File: src/rtl/switch_debounce_filter.sv
`default_nettype none
// ============================================================================
// Module      : switch_debounce_filter
// Description : Debounces one raw switch; emits a clean level plus press,
//               release and hold-event strobes.
// Revision    : 1.0 - initial release
// ============================================================================
module switch_debounce_filter #(
  parameter int DEBOUNCE_LIMIT = 250000,
  parameter int HOLD_LIMIT     = 25000000
) (
  input  logic i_Clk,
  input  logic i_Rst_L,
  input  logic i_Switch,
  output logic o_Switch,
  output logic o_Press,
  output logic o_Release,
  output logic o_Hold,
  output logic o_Hold_Pulse
);

  localparam int DB_W   = $clog2(DEBOUNCE_LIMIT);
  localparam int HOLD_W = $clog2(HOLD_LIMIT);
  localparam logic [DB_W-1:0]   c_DB_LAST   = DB_W'(DEBOUNCE_LIMIT - 1);
  localparam logic [HOLD_W-1:0] c_HOLD_LAST = HOLD_W'(HOLD_LIMIT - 1);

  typedef enum logic [1:0] {
    S_LOW      = 2'd0,
    S_RISE_CHK = 2'd1,
    S_HIGH     = 2'd2,
    S_FALL_CHK = 2'd3
  } state_t;

  logic              r_sync_meta;
  logic              r_sync;
  state_t            r_state;
  state_t            w_state_next;
  logic [DB_W-1:0]   r_db_cnt;
  logic [DB_W-1:0]   w_db_cnt_next;
  logic [HOLD_W-1:0] r_hold_cnt;
  logic [HOLD_W-1:0] w_hold_cnt_next;
  logic              w_switch_next;
  logic              w_press_next;
  logic              w_release_next;
  logic              w_hold_next;
  logic              w_hold_pulse_next;

  always_ff @(posedge i_Clk) begin
    if (!i_Rst_L) begin
      r_sync_meta  <= 1'b0;
      r_sync       <= 1'b0;
      r_state      <= S_LOW;
      r_db_cnt     <= '0;
      r_hold_cnt   <= '0;
      o_Switch     <= 1'b0;
      o_Press      <= 1'b0;
      o_Release    <= 1'b0;
      o_Hold       <= 1'b0;
      o_Hold_Pulse <= 1'b0;
    end else begin
      r_sync_meta  <= i_Switch;
      r_sync       <= r_sync_meta;
      r_state      <= w_state_next;
      r_db_cnt     <= w_db_cnt_next;
      r_hold_cnt   <= w_hold_cnt_next;
      o_Switch     <= w_switch_next;
      o_Press      <= w_press_next;
      o_Release    <= w_release_next;
      o_Hold       <= w_hold_next;
      o_Hold_Pulse <= w_hold_pulse_next;
    end
  end

  always_comb begin
    w_state_next      = r_state;
    w_db_cnt_next     = r_db_cnt;
    w_hold_cnt_next   = r_hold_cnt;
    w_switch_next     = o_Switch;
    w_press_next      = 1'b0;
    w_release_next    = 1'b0;
    w_hold_next       = o_Hold;
    w_hold_pulse_next = 1'b0;

    // Hold timer runs while pressed; it stops at the threshold so it fires once.
    if ((r_state == S_HIGH || r_state == S_FALL_CHK) && !o_Hold) begin
      if (r_hold_cnt == c_HOLD_LAST) begin
        w_hold_next       = 1'b1;
        w_hold_pulse_next = 1'b1;
      end else begin
        w_hold_cnt_next = r_hold_cnt + 1'b1;
      end
    end

    case (r_state)
      S_LOW: begin
        if (r_sync) begin
          w_state_next  = S_RISE_CHK;
          w_db_cnt_next = DB_W'(1);
        end
      end
      S_RISE_CHK: begin
        if (!r_sync) begin
          w_state_next = S_LOW;
        end else if (r_db_cnt == c_DB_LAST) begin
          w_state_next    = S_HIGH;
          w_switch_next   = 1'b1;
          w_press_next    = 1'b1;
          w_hold_cnt_next = '0;
          w_hold_next     = 1'b0;
        end else begin
          w_db_cnt_next = r_db_cnt + 1'b1;
        end
      end
      S_HIGH: begin
        if (!r_sync) begin
          w_state_next  = S_FALL_CHK;
          w_db_cnt_next = DB_W'(1);
        end
      end
      S_FALL_CHK: begin
        if (r_sync) begin
          w_state_next = S_HIGH;
        end else if (r_db_cnt == c_DB_LAST) begin
          // Release overrides a hold threshold landing on the same edge.
          w_state_next      = S_LOW;
          w_switch_next     = 1'b0;
          w_release_next    = 1'b1;
          w_hold_cnt_next   = '0;
          w_hold_next       = 1'b0;
          w_hold_pulse_next = 1'b0;
        end else begin
          w_db_cnt_next = r_db_cnt + 1'b1;
        end
      end
      default: begin
        w_state_next = S_LOW;
      end
    endcase
  end

endmodule
`default_nettype wire

File: config.mk
export PLATFORM = sky130hd
export DESIGN_NAME = switch_debounce_filter
export DESIGN_NICKNAME = d
export VERILOG_FILES = /design/src/rtl/switch_debounce_filter.sv
export SDC_FILE = /design/constraint.sdc
export NUM_CORES = 1
export LEC_CHECK = 0
export CORE_MARGIN = 2
export CORE_UTILIZATION = 60
export DETAILED_ROUTE_END_ITERATION = 10
export PLACE_DENSITY_LB_ADDON = 0.15
export SLEW_MARGIN = 20
export SYNTH_ARGS = -nofsm -noshare
export SYNTH_HDL_FRONTEND = slang
export SYNTH_SLANG_ARGS = --single-unit
File: constraint.sdc
create_clock -name i_Clk -period 2 [get_ports i_Clk]
set_input_delay 0.3 -clock i_Clk [delete_from_list [all_inputs] [get_ports i_Clk]]
set_output_delay 0.3 -clock i_Clk [all_outputs]
set_load 0.01 [all_outputs]
==> summary.txt, run 1 <==
Job
  • MaxCap Viol Count: 0

Detailed routing
  • Vias per cell: 5.88
  • DRC: 0
  • Routed WL per cell: 13.8 µm
  • Post-route antenna net violation count: 0
  • Detailed-router iteration count before antenna repair: 4
  • Initial drt markers: 137
  • WL final: 4.90 mm
  • DR vias: 2086

Finish
  • Finished Core Util: 0.696
  • Share of cells above drive strength 1: 0.0885
  • Final Cell Area: 2740 µm²
  • ANT cells: 0
  • Fin nets: 309
  • Filler cells: 312
  • Syn-to-layout area delta: 13.9%

Timing
  • Final Cycle Share: 0.968
  • Slew @ Worst Pin: 0.520 ns
  • Max-slew violation count: 0
  • Fin Hold WS: 0.443 ns
  • Max Clk Rate: 516 MHz
  • Hold Fails Final Rpt: 0
  • Final setup vio count: 0
  • Rel. slew slack: 0.649
  • Post-Route Skew: 0.00800 ns
  • Tmin final: 1.94 ns

Yosys
  • Netlist Area Pre-Place: 2410 µm²
  • Top-count cell post-synth: dfxtp_1
  • Synth warnings: 0
  • Gate Count Post-Synth: 283
  • Post-synth cell types: 42
  • Asr flop ratio synth: 0
  • Primary FF master, synth: dfxtp_1
  • Syn_nets: 288
  • Commonest cells post-synth: 52 x dfxtp_1, 40 x nor2_1, 23 x nand3_1, 23 x xor2_1, 21 x nand2_1
  • #FFs+latches synth: 52
  • Area contributors post-synth: dfxtp_1 43%, xor2_1 8.4%, nor2_1 6.2%
  • Syn_area_per_cell: 8.51 µm²
  • Number of flops mapped to enable cells by yosys: 0
  • Post-synthesis sequential area ratio: 0.432
  • Yosys top cell area share: 0.432
  • Dominant cell type by area after synthesis: dfxtp_1

Setup path
  • Critical path class: flop to flop
  • Critical path's top delay family: simple AND/OR/NAND/NOR gates
  • CP max FO: 4
  • Crit-path max cell delay: 0.58 ns
  • Worst setup EP type: flop
  • CP max stage cell: or4_1
  • Crit path buffers/inverters: 0
  • Crit path cell chain: ha_1, nand2_1, or4_1, o21ai_0, xor2_1, nor2_1
  • Kind of launch point of the worst setup path: flop
  • Arrival time at the worst endpoint: 2.15 ns
  • Critical Path RT: 2.21 ns

Worst hold path
  • HP Class: flop to flop

Placement
  • Placed inst area: 2650 µm²
  • Port bufs: 7
  • Post-DP HPWL: 3.46 mm
  • Placer Congestion: 0.911

Clock network
  • Clock slew at reported path FFs: 0.09 ns
  • Htree depth: 2
  • Clk buf depth: 2
  • Clk Latency, worst-skew pair: 0.31 ns
  • Clk sinks: 52
  • Root Buffer: clkbuf_8
  • Total CTS buffers: 5
  • Clock tree from TritonCTS: done
  • # hold bufs at CTS: 0

GRT
  • Initial antenna violation count: 0
  • First-pass GRT wire length: 8.31 mm
  • Number of global-route vias before repair: 1838
  • Largest net degree at the start of global routing: 27
  • Total global-route track usage: 0.243
  • GRT overflow: 0

Die
  • Die X: 67.3 µm
  • Die H: 67.3 µm
  • Core ar.: 3940 µm²
  • Num ports: 8
  • Die Footprint: 4530 µm²
  • Initial Util: 0.611
  • Rows: 23

Power
  • Peak supply drop: 0.385 mV
  • Leak: 0.999 nW
  • Power density over the cells: 623 nW/µm²
  • Post-layout power: 1.71 mW

Run status
  • Status: complete, no violations
## worst register-to-register path: stages, from the launching register on
cell and delay, ns:
dfxtp_1 0.38, ha_1 0.21, nand2_1 0.11, or4_1 0.58, o21ai_0 0.34, xor2_1 0.18, nor2_1 0.05
## metal layers
layer	wire, µm	global-route usage	vias to the layer above
met5	0	0	-
met4	59	0.0714	0
met3	283	0.0650	6
met2	2150	0.377	42
met1	2400	0.331	978
li1	-	-	1060
## sequential cells by signal, summed over array words and instances, names as in the netlist, named ones only
signal / cells
r_state: 1
o_Hold: 1
r_hold_cnt: 25
o_Release: 1
r_sync_meta: 1
r_sync: 1
o_Switch: 1
o_Hold_Pulse: 1
r_db_cnt: 18
o_Press: 1
## report_power, final
group          leakage (nW)  internal [mW]  switching [mW]
Combinational         0.534         0.0271          0.0348
Sequential            0.419           1.04         0.00488
Clock                0.0455          0.283           0.320
## through the flow
| step | cells | TNS, ns | setup WS, ns |
|---|---|---|---|
| global route | 355 | -0.0315 | -0.0315 |
| floorplan | 283 | 0 | 0.270 |
| finish | 355 | 0 | 0.0636 |
| global placement | 347 | 0 | 0.178 |
| detailed placement | 347 | 0 | 0.115 |
| CTS | 355 | 0 | 0.0814 |
## what timing repair did
action                     4_1_cts  5_1_grt
gates resized for setup          0        1
setup endpoints to repair        0        2
buffers inserted                 0        0
## layout make-up
type | count | area, µm² | share of cell area
clock buffers | 8 | 90.1 | 0.0328
inverters | 2 | 7.51 | 0.00274
multi-input cells | 220 | 1330 | 0.484
flip-flops and latches | 52 | 1040 | 0.380
well taps | 50 | 62.6 | 0.0228
repair buffers | 23 | 215 | 0.0785
## logic make-up (layout without fill, tap and decap cells)
kind of cell	after synthesis	in the layout	share of synthesized area
and+or+nand+nor	154	154	0.341
DFF	52	52	0.432
AOI/OAI and AO/OA	33	33	0.0832
xor gates and xnor gates	28	28	0.102
buffers and inverters	11	33	0.0187
muxes	3	3	0.0125
adders and majority gates	2	2	0.0104
## path summary, 6_finish.rpt
| check | cells after the start | end | startpoint | slack, ns |
|---|---|---|---|---|
| max | 6 | r_db_cnt[4]$_SDFFE_PN0P_ | r_db_cnt[0]$_SDFFE_PN0P_ | 0.06 |
| min | 1 | r_sync$_SDFF_PN0_ | r_sync_meta$_SDFF_PN0_ | 0.44 |
| max reg2reg | 6 | r_db_cnt[4]$_SDFFE_PN0P_ | r_db_cnt[0]$_SDFFE_PN0P_ | 0.06 |
| min reg2reg | 1 | r_sync$_SDFF_PN0_ | r_sync_meta$_SDFF_PN0_ | 0.44 |
## cells in the final DEF, fill, tap and decap left out, types with 2 or more instances in the layout
cell	instances
ha_1	2
o211ai_1	3
or3_1	6
and4_1	4
o31ai_1	2
a21oi_1	10
nand4_1	19
nor3_1	5
o21ai_0	10
nor2_1	40
mux2i_1	3
clkbuf_1	2
clkdlybuf4s50_1	7
xnor2_1	5
and3_1	9
dfxtp_1	52
nand2b_1	4
xor2_1	23
nand3_1	23
clkbuf_8	6
buf_12	2
or4_1	5
and2_1	5
inv_1	2
nor4b_1	3
buf_4	14
nand2_1	21
Note: power is estimated with default switching activity, not from simulation.
==> inputs of run 2 (changes only) <==
- SETUP_SLACK_MARGIN: default -> 0.05
==> run 2 against run 1 <==
Against the previous run: worst setup slack gained 0.070 ns; die area stayed put; utilization is 0.063 points higher; critical path depth did not move; non-clock buffer count stayed put; largest power group unchanged; flip-flop and latch count unchanged; register-to-register slack gained 0.07 ns; routed wire length shrank 0.20%; critical path type unchanged; largest cell class unchanged; final area hardly changed; cell count unchanged; sequential share of layout area hardly changed.
==> summary.txt, run 2 (synthesized netlist as in run 1, its figures left out) <==
Clock network
  • Clock slew at reported path FFs: 0.08 ns (was 0.09 ns)
  • Root Buffer: clkbuf_8 (unchanged)
  • Total CTS buffers: 5 (unchanged)
  • Clock tree from TritonCTS: done (unchanged)
  • Clk sinks: 52 (unchanged)
  • Clk Latency, worst-skew pair: 0.31 ns (about the same)
  • Htree depth: 2 (unchanged)
  • Clk buf depth: 2 (unchanged)
  • # hold bufs at CTS: 0 (unchanged)

Finish
  • Biggest regs: r_hold_cnt x25, r_db_cnt x18 (unchanged)
  • Most frequent cells in the layout: 52 x dfxtp_1, 39 x nor2_1, 23 x nand3_1, 23 x xor2_1, 21 x nand2_1 (was 52 x dfxtp_1, 40 x nor2_1, 23 x nand3_1, 23 x xor2_1, 21 x nand2_1)
  • Fin nets: 309 (unchanged)
  • Multi-input logic area: 1330 µm² (about the same)
  • Share of cells above drive strength 1: 0.0918 (was 0.0885)
  • Max reg flops: 25 (unchanged)
  • ANT cells: 0 (unchanged)
  • Top reg by flops: r_hold_cnt (unchanged)
  • Finished Core Util: 0.696 (about the same)
  • FF+latch area: 1040 µm² (unchanged)
  • Filler cells: 312 (unchanged)
  • Syn-to-layout area delta: 14.0% (was 13.9%)
  • Leading cell type in the layout, fill and taps excluded: dfxtp_1 (unchanged)

Setup path
  • R2r startpoint: r_db_cnt[0]$_SDFFE_PN0P_ (unchanged)
  • CP endpoint: r_db_cnt[0]$_SDFFE_PN0P_ (was r_db_cnt[4]$_SDFFE_PN0P_)
  • Kind of launch point of the worst setup path: flop (unchanged)
  • CP max FO: 6 (was 4)
  • Critical Path RT: 2.20 ns (was 2.21 ns)
  • Worst setup EP type: flop (unchanged)
  • Depth of the worst register-to-register path: 6 (unchanged)
  • Arrival time at the worst endpoint: 2.07 ns (was 2.15 ns)
  • CP startpoint: r_db_cnt[0]$_SDFFE_PN0P_ (unchanged)
  • Setup slack, reg-to-reg: 0.13 ns (was 0.06 ns)
  • Critical path class: flop to flop (unchanged)
  • Reg2reg end: r_db_cnt[0]$_SDFFE_PN0P_ (was r_db_cnt[4]$_SDFFE_PN0P_)

Die
  • Die X: 67.3 µm (unchanged)
  • Core ar.: 3940 µm² (unchanged)
  • Die H: 67.3 µm (unchanged)
  • Rows: 23 (unchanged)
  • Num ports: 8 (unchanged)
  • Die Footprint: 4530 µm² (unchanged)
  • Initial Util: 0.611 (unchanged)

Timing
  • Max-slew violation count: 0 (unchanged)
  • Rel. slew slack: 0.655 (was 0.649)
  • Max Clk Rate: 536 MHz (was 516 MHz)
  • Worst setup margin: 0.134 ns (was 0.0636 ns)
  • Tmin final: 1.87 ns (was 1.94 ns)
  • Slew @ Worst Pin: 0.511 ns (was 0.520 ns)
  • Final setup vio count: 0 (unchanged)
  • Hold Fails Final Rpt: 0 (unchanged)
  • RSZ-0062 raised after global routing: true
  • Setup Total Neg Slack: 0 ns (unchanged)
  • Final Cycle Share: 0.933 (was 0.968)
  • Post-Route Skew: 0.00790 ns (was 0.00800 ns)

Detailed routing
  • Detailed-router iteration count before antenna repair: 4 (unchanged)
  • Initial drt markers: 145 (was 137)
  • DRC: 0 (unchanged)
  • Vias per cell: 5.86 (was 5.88)
  • Routed WL per cell: 13.8 µm (about the same)
  • WL final: 4.89 mm (was 4.90 mm)
  • Post-route antenna net violation count: 0 (unchanged)
  • DR vias: 2081 (was 2086)

Placement
  • Pre-CTS WS: 0.115 ns (unchanged)
  • Placer Congestion: 0.911 (unchanged)
  • Post-DP HPWL: 3.46 mm (unchanged)
  • Port bufs: 7 (unchanged)

GRT
  • Total global-route track usage: 0.243 (unchanged)
  • First-pass GRT wire length: 8.31 mm (unchanged)
  • Largest net degree at the start of global routing: 27 (unchanged)
  • GRT overflow: 0 (unchanged)
  • Initial antenna violation count: 0 (unchanged)
  • Number of global-route vias before repair: 1838 (unchanged)

Power
  • Peak supply drop: 0.351 mV (was 0.385 mV)
  • Power density over the cells: 622 nW/µm² (was 623 nW/µm²)
  • Leak: 0.999 nW (about the same)
  • Post-layout power: 1.71 mW (about the same)

Worst hold path
  • HP Class: flop to flop (unchanged)

Job
  • MaxCap Viol Count: 0 (unchanged)

Run status
  • Status: complete, no violations (unchanged)
## run 2: changes by cell type in the layout (fill, tap and decap cells not counted)
cell,before,now
nor2_1,40,39
o21ai_0,10,9
o21ai_1,1,2
nor2_2,0,1
## run 2: worst min-delay path by stage
stage | from | to | cells past startpoint
after floorplan | r_sync_meta$_SDFF_PN0_ | r_sync$_SDFF_PN0_ | 1
after global placement | r_sync_meta$_SDFF_PN0_ | r_sync$_SDFF_PN0_ | 1
after detailed placement | r_sync_meta$_SDFF_PN0_ | r_sync$_SDFF_PN0_ | 1
after CTS | r_sync_meta$_SDFF_PN0_ | r_sync$_SDFF_PN0_ | 1
after global routing | r_sync_meta$_SDFF_PN0_ | r_sync$_SDFF_PN0_ | 1
final | r_sync_meta$_SDFF_PN0_ | r_sync$_SDFF_PN0_ | 1
## run 2: critical path, stage by stage (launching register included)
cell and delay, ns:
dfxtp_1 0.38, ha_1 0.21, nand2_1 0.10, or4_1 0.58
nor2_4 0.19, nor2_1 0.10, o211a_1 0.21
## run 2: final cells by class
cell class | instances | area share
clock buffers | 8 | 0.0328
repair buffers | 23 | 0.0784
multi-input cells | 220 | 0.484
inverters | 2 | 0.00273
flip-flops and latches | 52 | 0.379
well taps | 50 | 0.0228
## run 2: what timing repair did
action,4_1_cts,5_1_grt
resized for setup,0,3
setup endpoints to repair,0,4
setup buffers,0,0
## run 2: per-layer routing
| metal | track usage | up-vias | share of wire | wire length [µm] |
|---|---|---|---|---|
| li1 | - | 1062 | - | - |
| met1 | 0.331 | 971 | 0.49 | 2410 |
| met2 | 0.377 | 42 | 0.44 | 2140 |
| met3 | 0.0650 | 6 | 0.057 | 280 |
| met4 | 0.0714 | 0 | 0.012 | 59 |
| met5 | 0 | - | 0 | 0 |
## run 2: through the flow
| step | std cells | hold slack, ns | instance area, µm² |
|---|---|---|---|
| final | 355 | 0.443 | 2750 |
| after global placement | 347 | 0.418 | 2650 |
| after floorplan | 283 | 0.412 | 2410 |
| after global routing | 355 | 0.484 | 2750 |
| after detailed placement | 347 | 0.424 | 2650 |
| after CTS | 355 | 0.447 | 2740 |
## run 2: power by group
group	switching, mW	internal (mW)	leakage, nW
clock	0.320	0.283	0.0455
combinational	0.0348	0.0271	0.534
sequential	0.00488	1.04	0.419
total	0.359	1.35	0.999
==> inputs of run 3 (changes only) <==
- CORE_MARGIN: 2 -> 8
- CORE_UTILIZATION: 60 -> 40
==> run 3 against run 2 <==
Against the previous run: utilization decreased by 22 points; sequential power about the same; count of clock-buffer cells in the layout unchanged; first-iteration DRC count decreased by 7.6%; register-to-register slack about the same; cell count increased by 7.9%; clock skew about the same; sequential share of layout area decreased by 0.58 points; largest cell class unchanged.
==> summary.txt, run 3 (synthesized netlist as in run 1, its figures left out) <==
GRT
  • GRT overflow: 0 (unchanged)
  • Total global-route track usage: 0.122 (was 0.243)
  • Number of global-route vias before repair: 1893 (was 1838)
  • First-pass GRT wire length: 8.75 mm (was 8.31 mm)
  • Largest net degree at the start of global routing: 27 (unchanged)
  • Initial antenna violation count: 0 (unchanged)

Timing
  • Post-Route Skew: 0.00783 ns (was 0.00790 ns)
  • Setup Total Neg Slack: 0 ns (unchanged)
  • Final Cycle Share: 0.926 (was 0.933)
  • Slew @ Worst Pin: 0.737 ns (was 0.511 ns)
  • Final setup vio count: 0 (unchanged)
  • Max Clk Rate: 540 MHz (was 536 MHz)
  • Rel. slew slack: 0.504 (was 0.655)
  • RSZ-0062 raised after global routing: false (was true)
  • Fin Hold WS: 0.436 ns (was 0.443 ns)
  • Hold Fails Final Rpt: 0 (unchanged)
  • Tmin final: 1.85 ns (was 1.87 ns)
  • Max-slew violation count: 0 (unchanged)

Die
  • Die Footprint: 8760 µm² (was 4530 µm²)
  • Die X: 93.6 µm (was 67.3 µm)
  • Initial Util: 0.409 (was 0.611)
  • Num ports: 8 (unchanged)
  • Rows: 28 (was 23)
  • Core ar.: 5890 µm² (was 3940 µm²)
  • Die H: 93.6 µm (was 67.3 µm)

Detailed routing
  • DRC: 0 (unchanged)
  • Post-route antenna net violation count: 0 (unchanged)
  • DR vias: 2060 (was 2081)
  • Detailed-router iteration count before antenna repair: 4 (unchanged)
  • Routed WL per cell: 13.1 µm (was 13.8 µm)
  • Vias per cell: 5.38 (was 5.86)
  • Initial drt markers: 134 (was 145)
  • WL final: 5.02 mm (was 4.89 mm)

Finish
  • Max reg flops: 25 (unchanged)
  • FF+latch area: 1040 µm² (unchanged)
  • Final Cell Area: 2790 µm² (was 2750 µm²)
  • Layout Cells excl Fill: 383 (was 355)
  • Filler cells: 590 (was 312)
  • ANT cells: 0 (unchanged)
  • Biggest regs: r_hold_cnt x25, r_db_cnt x18 (unchanged)
  • Leading cell type in the layout, fill and taps excluded: dfxtp_1 (unchanged)
  • Most frequent cells in the layout: 52 x dfxtp_1, 40 x nor2_1, 23 x nand3_1, 23 x xor2_1, 21 x nand2_1 (was 52 x dfxtp_1, 39 x nor2_1, 23 x nand3_1, 23 x xor2_1, 21 x nand2_1)
  • Fin nets: 312 (was 309)
  • Share of cells above drive strength 1: 0.101 (was 0.0918)
  • Multi-input logic area: 1330 µm² (about the same)
  • Finished Core Util: 0.474 (was 0.696)
  • Syn-to-layout area delta: 15.8% (was 14.0%)
  • Top reg by flops: r_hold_cnt (unchanged)

Setup path
  • CP startpoint: r_hold_cnt[1]$_SDFF_PN0_ (was r_db_cnt[0]$_SDFFE_PN0P_)
  • CP max FO: 6 (unchanged)
  • Worst setup EP type: flop (unchanged)
  • Critical path class: flop to flop (unchanged)
  • Crit-path max cell delay: 0.49 ns (was 0.58 ns)
  • Crit path cell chain: ha_1, and2_1, nand4_1, o21ai_1, buf_4, or4_1, a21oi_1 (was ha_1, nand2_1, or4_1, nor2_4, nor2_1, o211a_1)
  • Kind of launch point of the worst setup path: flop (unchanged)
  • Crit path buffers/inverters: 1 (was 0)
  • Critical path's top delay family: simple AND/OR/NAND/NOR gates (unchanged)
  • Critical Path RT: 2.23 ns (was 2.20 ns)
  • R2r startpoint: r_hold_cnt[1]$_SDFF_PN0_ (was r_db_cnt[0]$_SDFFE_PN0P_)
  • Arrival time at the worst endpoint: 2.09 ns (was 2.07 ns)
  • CP max stage cell: or4_1 (unchanged)

Job
  • MaxCap Viol Count: 0 (unchanged)

Placement
  • Port bufs: 7 (unchanged)
  • Placer Congestion: 0.778 (was 0.911)
  • DP Cell Count: 374 (was 347)
  • Post-DP HPWL: 3.56 mm (was 3.46 mm)
  • Placed inst area: 2680 µm² (was 2650 µm²)

Clock network
  • Root Buffer: clkbuf_8 (unchanged)
  • Htree depth: 2 (unchanged)
  • Total CTS buffers: 5 (unchanged)
  • Clock slew at reported path FFs: 0.09 ns (was 0.08 ns)
  • Clk sinks: 52 (unchanged)
  • # hold bufs at CTS: 0 (unchanged)
  • Clk buf depth: 2 (unchanged)
  • Clock tree from TritonCTS: done (unchanged)
  • Clk Latency, worst-skew pair: 0.30 ns (was 0.31 ns)

Power
  • Peak supply drop: 0.338 mV (was 0.351 mV)
  • Power density over the cells: 619 nW/µm² (was 622 nW/µm²)
  • Leak: 1.01 nW (was 0.999 nW)

Worst hold path
  • HP Class: flop to flop (unchanged)
  • Hold path start: r_sync_meta$_SDFF_PN0_ (unchanged)

Run status
  • Status: complete, no violations (unchanged)
## run 3: cell count changes in the layout (fill, tap and decap cells not counted)
cell and delta:
buf_4 +4, buf_12 -1, nor2_1 +1, nor2_2 -1, or4_1 -1, or4_4 +1
## run 3: cell type report
type	instances	share of cell area
Tap cell	75	0.0337
Sequential cell	52	0.373
Inverter	2	0.00269
Clock buffer	8	0.0323
Multi-Input combinational cell	220	0.477
Timing Repair Buffer	26	0.0808
## run 3: path summary, 6_finish.rpt
check | end | slack (ns) | cells after the start
worst max register to register | r_hold_cnt[11]$_SDFF_PN0_ | 0.15 | 7
worst min register to register | r_sync$_SDFF_PN0_ | 0.44 | 1
worst min-delay path | r_sync$_SDFF_PN0_ | 0.44 | 1
worst max-delay path | r_hold_cnt[11]$_SDFF_PN0_ | 0.15 | 7
## run 3: repair_timing
item                                    in CTS  in global routing
gates resized for setup                      0                  3
buffers inserted                             0                  1
hold endpoints to repair                     0                  0
endpoints found under the setup margin       0                  6
## run 3: report_power, final
part	switching, mW	internal (mW)	total, mW	leakage, nW
clock	0.335	0.283	0.618	0.0455
sequential	0.00499	1.04	1.04	0.419
combinational	0.0342	0.0275	0.0617	0.543
## run 3: worst reg2reg max path, cell delays in order (launching register included)
cell and delay, ns:
dfxtp_1 0.36, ha_1 0.23, and2_1 0.17, nand4_1 0.13
o21ai_1 0.09, buf_4 0.16, or4_1 0.49, a21oi_1 0.14
## run 3: through the flow
step	worst slack (ns)	total power, mW
final	0.148	1.72
after global routing	0.0572	1.79
after CTS	0.0841	1.75
after detailed placement	0.128	1.13
after global placement	0.166	1.13
after floorplan	0.270	1.10
## run 3: per-layer routing
layer | routed length, µm | vias to the layer above | share of wire | global-route usage
li1 | - | 1058 | - | -
met1 | 2470 | 974 | 0.49 | 0.148
met2 | 2330 | 19 | 0.46 | 0.201
met3 | 134 | 9 | 0.027 | 0.0296
met4 | 93 | 0 | 0.019 | 0.0489
met5 | 0 | - | 0 | 0
